`config.mk`:
```
export PLATFORM = sky130hd
export DESIGN_NAME = instr_fetch
export DESIGN_NICKNAME = d
export VERILOG_FILES = /design/src/rtl/instr_fetch_pkg.sv /design/src/rtl/fetch_next_pc.sv /design/src/rtl/instr_fetch.sv
export SDC_FILE = /design/constraint.sdc
export NUM_CORES = 1
export LEC_CHECK = 0
export CORE_MARGIN = 2
export CORE_UTILIZATION = 45
export CTS_BUF_LIST = sky130_fd_sc_hd__clkbuf_4 sky130_fd_sc_hd__clkbuf_8
export DETAILED_ROUTE_END_ITERATION = 16
export PLACE_DENSITY = 0.75
export SYNTH_ARGS = -nofsm -noshare
export SYNTH_HDL_FRONTEND = slang
export SYNTH_HIERARCHICAL = 1
export SYNTH_SLANG_ARGS = --single-unit
```
`constraint.sdc`:
```
create_clock -name clk -period 4.49 [get_ports clk]
set_clock_uncertainty 0.2 [all_clocks]
set_input_delay 1.1225 -clock clk [delete_from_list [all_inputs] [get_ports clk]]
set_output_delay 1.1225 -clock clk [all_outputs]
set_load 0.01 [all_outputs]
```
`src/rtl/instr_fetch_pkg.sv`:
```
// Shared definitions for the instruction fetch stage: FSM state encodings,
// the default reset PC and a word-alignment helper.
package instr_fetch_pkg;

  typedef enum logic [1:0] {
    FETCH_S_RST   = 2'd0,
    FETCH_S_FETCH = 2'd1,
    FETCH_S_EXEC  = 2'd2
  } fetch_state_e;

  localparam logic [31:0] RESET_PC_DEFAULT = 32'h0040_0000;

  function automatic logic [31:0] word_align(input logic [31:0] addr);
    return {addr[31:2], 2'b00};
  endfunction

endpackage

```
`src/rtl/fetch_next_pc.sv`:
```
// Combinational next-PC selection: JR over J/JAL over taken branch over
// sequential, with all target arithmetic wrapping at 32 bits.
module fetch_next_pc
  import instr_fetch_pkg::*;
(
  input  logic [31:0] pc_plus4,
  input  logic [31:0] instr,
  input  logic [31:0] jr_target,
  input  logic        jump,
  input  logic        jump_reg,
  input  logic        branch_taken,
  output logic [31:0] next_pc
);

  logic [31:0] br_offset;
  logic        unused_bits;

  assign br_offset   = {{14{instr[15]}}, instr[15:0], 2'b00};
  // Opcode bits and the JR low bits never contribute to a target.
  assign unused_bits = ^{instr[31:26], jr_target[1:0]};

  always_comb begin
    next_pc = pc_plus4;
    if (jump_reg) begin
      next_pc = word_align(jr_target);
    end else if (jump) begin
      next_pc = {pc_plus4[31:28], instr[25:0], 2'b00};
    end else if (branch_taken) begin
      next_pc = pc_plus4 + br_offset;
    end
  end

endmodule

```
`src/rtl/instr_fetch.sv`:
```
// Instruction fetch stage: PC, req/ack fetch FSM and retired-instruction count.
// Define FETCH_DELAY_SLOT_EN to defer taken redirects by one (delay-slot) instruction.
module instr_fetch
  import instr_fetch_pkg::*;
#(
  parameter logic [31:0] RESET_PC = RESET_PC_DEFAULT
) (
  input  logic        clk,
  input  logic        rst_n,
  output logic        imem_req,
  output logic [31:0] imem_addr,
  input  logic        imem_ack,
  input  logic [31:0] imem_rdata,
  output logic [31:0] instr,
  output logic        instr_valid,
  output logic [31:0] pc,
  output logic [31:0] pc_plus4,
  input  logic        jump,
  input  logic        jump_reg,
  input  logic [31:0] jr_target,
  input  logic        branch_taken,
  input  logic        stall,
  output logic [31:0] icount
);

  fetch_state_e state;
  logic [31:0]  next_pc;
  logic [31:0]  retire_pc;
  logic         retire;

  fetch_next_pc u_next_pc (
    .pc_plus4     (pc_plus4),
    .instr        (instr),
    .jr_target    (jr_target),
    .jump         (jump),
    .jump_reg     (jump_reg),
    .branch_taken (branch_taken),
    .next_pc      (next_pc)
  );

  assign retire = (state == FETCH_S_EXEC) && !stall;

`ifdef FETCH_DELAY_SLOT_EN
  logic        pend;
  logic [31:0] pend_target;
  logic        redirect;

  assign redirect = jump | jump_reg | branch_taken;

  // A pending target wins over the delay-slot instruction's own redirects.
  always_comb begin
    retire_pc = next_pc;
    if (pend) begin
      retire_pc = pend_target;
    end else if (redirect) begin
      retire_pc = pc_plus4;
    end
  end

  always_ff @(posedge clk or negedge rst_n) begin
    if (!rst_n) begin
      pend        <= 1'b0;
      pend_target <= RESET_PC;
    end else if (retire) begin
      if (pend) begin
        pend <= 1'b0;
      end else if (redirect) begin
        pend        <= 1'b1;
        pend_target <= next_pc;
      end
    end
  end
`else
  assign retire_pc = next_pc;
`endif

  // imem_addr doubles as the fetch PC; pc tracks the address of the held instr.
  always_ff @(posedge clk or negedge rst_n) begin
    if (!rst_n) begin
      state       <= FETCH_S_RST;
      imem_req    <= 1'b0;
      imem_addr   <= RESET_PC;
      instr       <= 32'h0;
      instr_valid <= 1'b0;
      pc          <= RESET_PC;
      pc_plus4    <= RESET_PC + 32'd4;
      icount      <= 32'h0;
    end else begin
      unique case (state)
        FETCH_S_RST: begin
          state    <= FETCH_S_FETCH;
          imem_req <= 1'b1;
        end
        FETCH_S_FETCH: begin
          if (imem_ack) begin
            state       <= FETCH_S_EXEC;
            imem_req    <= 1'b0;
            instr       <= imem_rdata;
            instr_valid <= 1'b1;
            pc          <= imem_addr;
            pc_plus4    <= imem_addr + 32'd4;
          end
        end
        FETCH_S_EXEC: begin
          if (retire) begin
            state       <= FETCH_S_FETCH;
            imem_req    <= 1'b1;
            imem_addr   <= retire_pc;
            instr_valid <= 1'b0;
            icount      <= icount + 32'd1;
          end
        end
        default: begin
          state    <= FETCH_S_RST;
          imem_req <= 1'b0;
        end
      endcase
    end
  end

endmodule

```
==> results.cfg <==
[status]
outcome = finished clean

[cts]
clk_pin_slew_worst_paths_ns = 0.11
clock_path_buffers = 2
cts_resized = 0
insertion_delay_ns = 0.47
tritoncts = built
htreeDepth = 4
clkSinkCount = 161
cts_setup_buffers = 0
cts.hold.buffers_added = 0
cts-root-buf = clkbuf_8
cts_buffers = 17

[timing]
rsz0062_at_grt = no
max_slew.worst_pin.slew_ns = 0.820
finalSetupTns_ns = 0
period_minus_slack_ns = 3.82
finalHoldViolCount = 0
setup_viol = 0
post-route-period-util = 0.850
drv_slew = 0
fmax_ghz = 0.262
setup_ws_ns = 0.672
slew_headroom = 0.452

[setup_path]
reg2reg_to = imem_addr[26]$_DFFE_PN0P_
path_buf_inv = 0
r2r-start = instr[0]$_DFFE_PN0P_
cp_max_fo = 5
r2r_cells = 12
cp.required_ns = 4.65
crit_top_cell = nor2_1
cp_top_family = compound AO/OA/AOI/OAI gates
crit_chain = ha_1, fa_1, a211oi_1, nor2_1, o2111ai_1, a21oi_1, or2_1, a2111oi_0, nor2_1, xor2_1, o21a_1, mux2_2
arrival_ns = 3.97
cp-start-kind = flop
path_class = reg -> reg
reg2reg_slack_ns = 0.67
slowest_stage = a2111oi_0
path_depth = 12
cp-end-kind = flop
slowest_delay_ns = 0.48

[logic_synthesis]
synth.most_common_cell = dfrtp_1
synth_top_area_share = 0.435
netlist_top_cells_count = dfrtp_1, mux2_2, nand2_1, o21ai_0, nor2_1
postSynthAreaPerCell_um2 = 10.4
ys_ff_latch = 161
ys_warn_count = 6
syn_area_um2 = 9040
ys_async_sr_fraction = 1.00
synthDistinctLibCells = 68
synth_edf_count = 0
synth_ff_type = dfrtp_1
synthTopCellsByArea = dfrtp_1, mux2_2, xnor2_1
yosysTopAreaCell = dfrtp_1
syn_nets = 976
synthCells = 873
seq_area_frac_synth = 0.446

[finish]
drive_gt1_frac = 0.144
multi_input_area_um2 = 4770
nets = 1201
fin_util = 0.616
fillers = 1684
stdcell_area_um2 = 12100
seqCellArea_um2 = 4030
diodes = 0
syn_to_final_growth_pct = 33.6

[die]
io_pins = 233
start_util = 0.461
die_area_um2 = 21200
row_count = 51
core_area_um2 = 19600
die_h_um = 146
die_w_um = 146

[power_and_ir_drop]
power_leakage_nw = 5.21
powerDensity_nw_per_um2 = 705
fin_total_pwr_mw = 8.51
ir_drop_uv = 293

[global_routing]
grt_max_degree = 86
antenna_found_initial = 1
grt_pass1_wl_um = 40300
grt.total_usage = 0.237
met2_usage = 0.389
grt_pass1_vias = 7531
grtUsageMet1 = 0.303
top_usage_layer = met2
grt_overflow = 0
grtUsageMet3 = 0.0806

[job]
maxCapViolations = 0

[hold_path]
hold_depth = 1
hold_start = icount[31]$_DFFE_PN0P_
hp-class = reg -> reg
worstHoldEndpoint = icount[31]$_DFFE_PN0P_

[place]
gp_congestion = 0.899
place_ws_ns = 0.728
placedInstanceArea_um2 = 11600
io_buffer_count = 230
hpwlAfterDp_um = 18100

[drt]
ant_nets = 0
drc_errors = 0
routed_via_density = 5.46
dr.pass1.iters = 5
finalWirelength_um = 25100
drtIter0Drc = 384
vias = 7513
wl_per_cell_um = 18.2
cell usage in the layout, fill, tap and decap left out, drive strengths merged, types with 7 or more instances in the layout:
cell | netlist | final
mux2i | 16 | 16
nand2 | 91 | 91
mux2 | 98 | 98
o22ai | 8 | 8
a211oi | 10 | 10
nor4 | 9 | 9
a21oi | 41 | 41
nand4 | 23 | 23
clkinv | 0 | 7
xor2 | 37 | 37
buf | 18 | 13
clkbuf | 18 | 17
nor2 | 49 | 49
nand3 | 28 | 28
dfrtp | 157 | 157
clkdlybuf4s50 | 0 | 229
o21ai | 67 | 67
a21o | 17 | 17
nor3 | 8 | 8
and3 | 8 | 8
xnor2 | 45 | 45
inv | 19 | 25
nand2b | 7 | 7
ha | 31 | 31
layer usage:
| metal | share of wire | vias to the layer above |
|---|---|---|
| met2 | 0.47 | 242 |
| met4 | 0.014 | 2 |
| met5 | 0.00052 | - |
| li1 | - | 3581 |
| met3 | 0.078 | 28 |
| met1 | 0.44 | 3660 |
kinds of logic (layout without fill, tap and decap cells):
logic type,after synthesis,in the layout,share of synthesized area
flops,161,161,0.446
buf+inv,55,293,0.0262
mux,114,114,0.140
simple gates,247,247,0.138
xor+xnor,82,82,0.0795
compound gates,182,182,0.125
fa+ha+maj,32,32,0.0451
cell type report:
cell class,instances,area share
clock inverters,15,0.0179
well taps,265,0.0275
inverters,19,0.00591
repair buffers,242,0.200
clock buffers,17,0.0194
flip-flops and latches,161,0.334
multi-input cells,657,0.395
report_power, final:
part           switching [mW]  internal [mW]  total (mW)
Clock                   0.660          0.534        1.19
Sequential              0.689           2.02        2.71
Combinational            2.13           2.48        4.61
Total                    3.48           5.03        8.51
worst max-delay path by stage:
| stage | start | slack (ns) | end |
|---|---|---|---|
| global route | instr[0]$_DFFE_PN0P_ | 0.48 | imem_addr[26]$_DFFE_PN0P_ |
| CTS | instr[0]$_DFFE_PN0P_ | 0.70 | imem_addr[26]$_DFFE_PN0P_ |
| global placement | instr[0]$_DFFE_PN0P_ | 0.75 | imem_addr[26]$_DFFE_PN0P_ |
| finish | instr[0]$_DFFE_PN0P_ | 0.67 | imem_addr[26]$_DFFE_PN0P_ |
| floorplan | instr[0]$_DFFE_PN0P_ | 1.16 | imem_addr[26]$_DFFE_PN0P_ |
| detailed placement | instr[0]$_DFFE_PN0P_ | 0.73 | imem_addr[26]$_DFFE_PN0P_ |
stage by stage:
stage,hold slack (ns),cells
after floorplan,0.297,873
after global placement,0.262,1344
after detailed placement,0.272,1344
after CTS,0.292,1376
after global routing,0.309,1376
final,0.287,1376
flip-flops by register name, indices dropped and copies added, names as in the netlist:
register and cells:
icount 32, imem_addr 32, instr 32, pc 32, pc_plus4 30, state 2
instr_valid 1
Power figures use the tool's default switching activity.
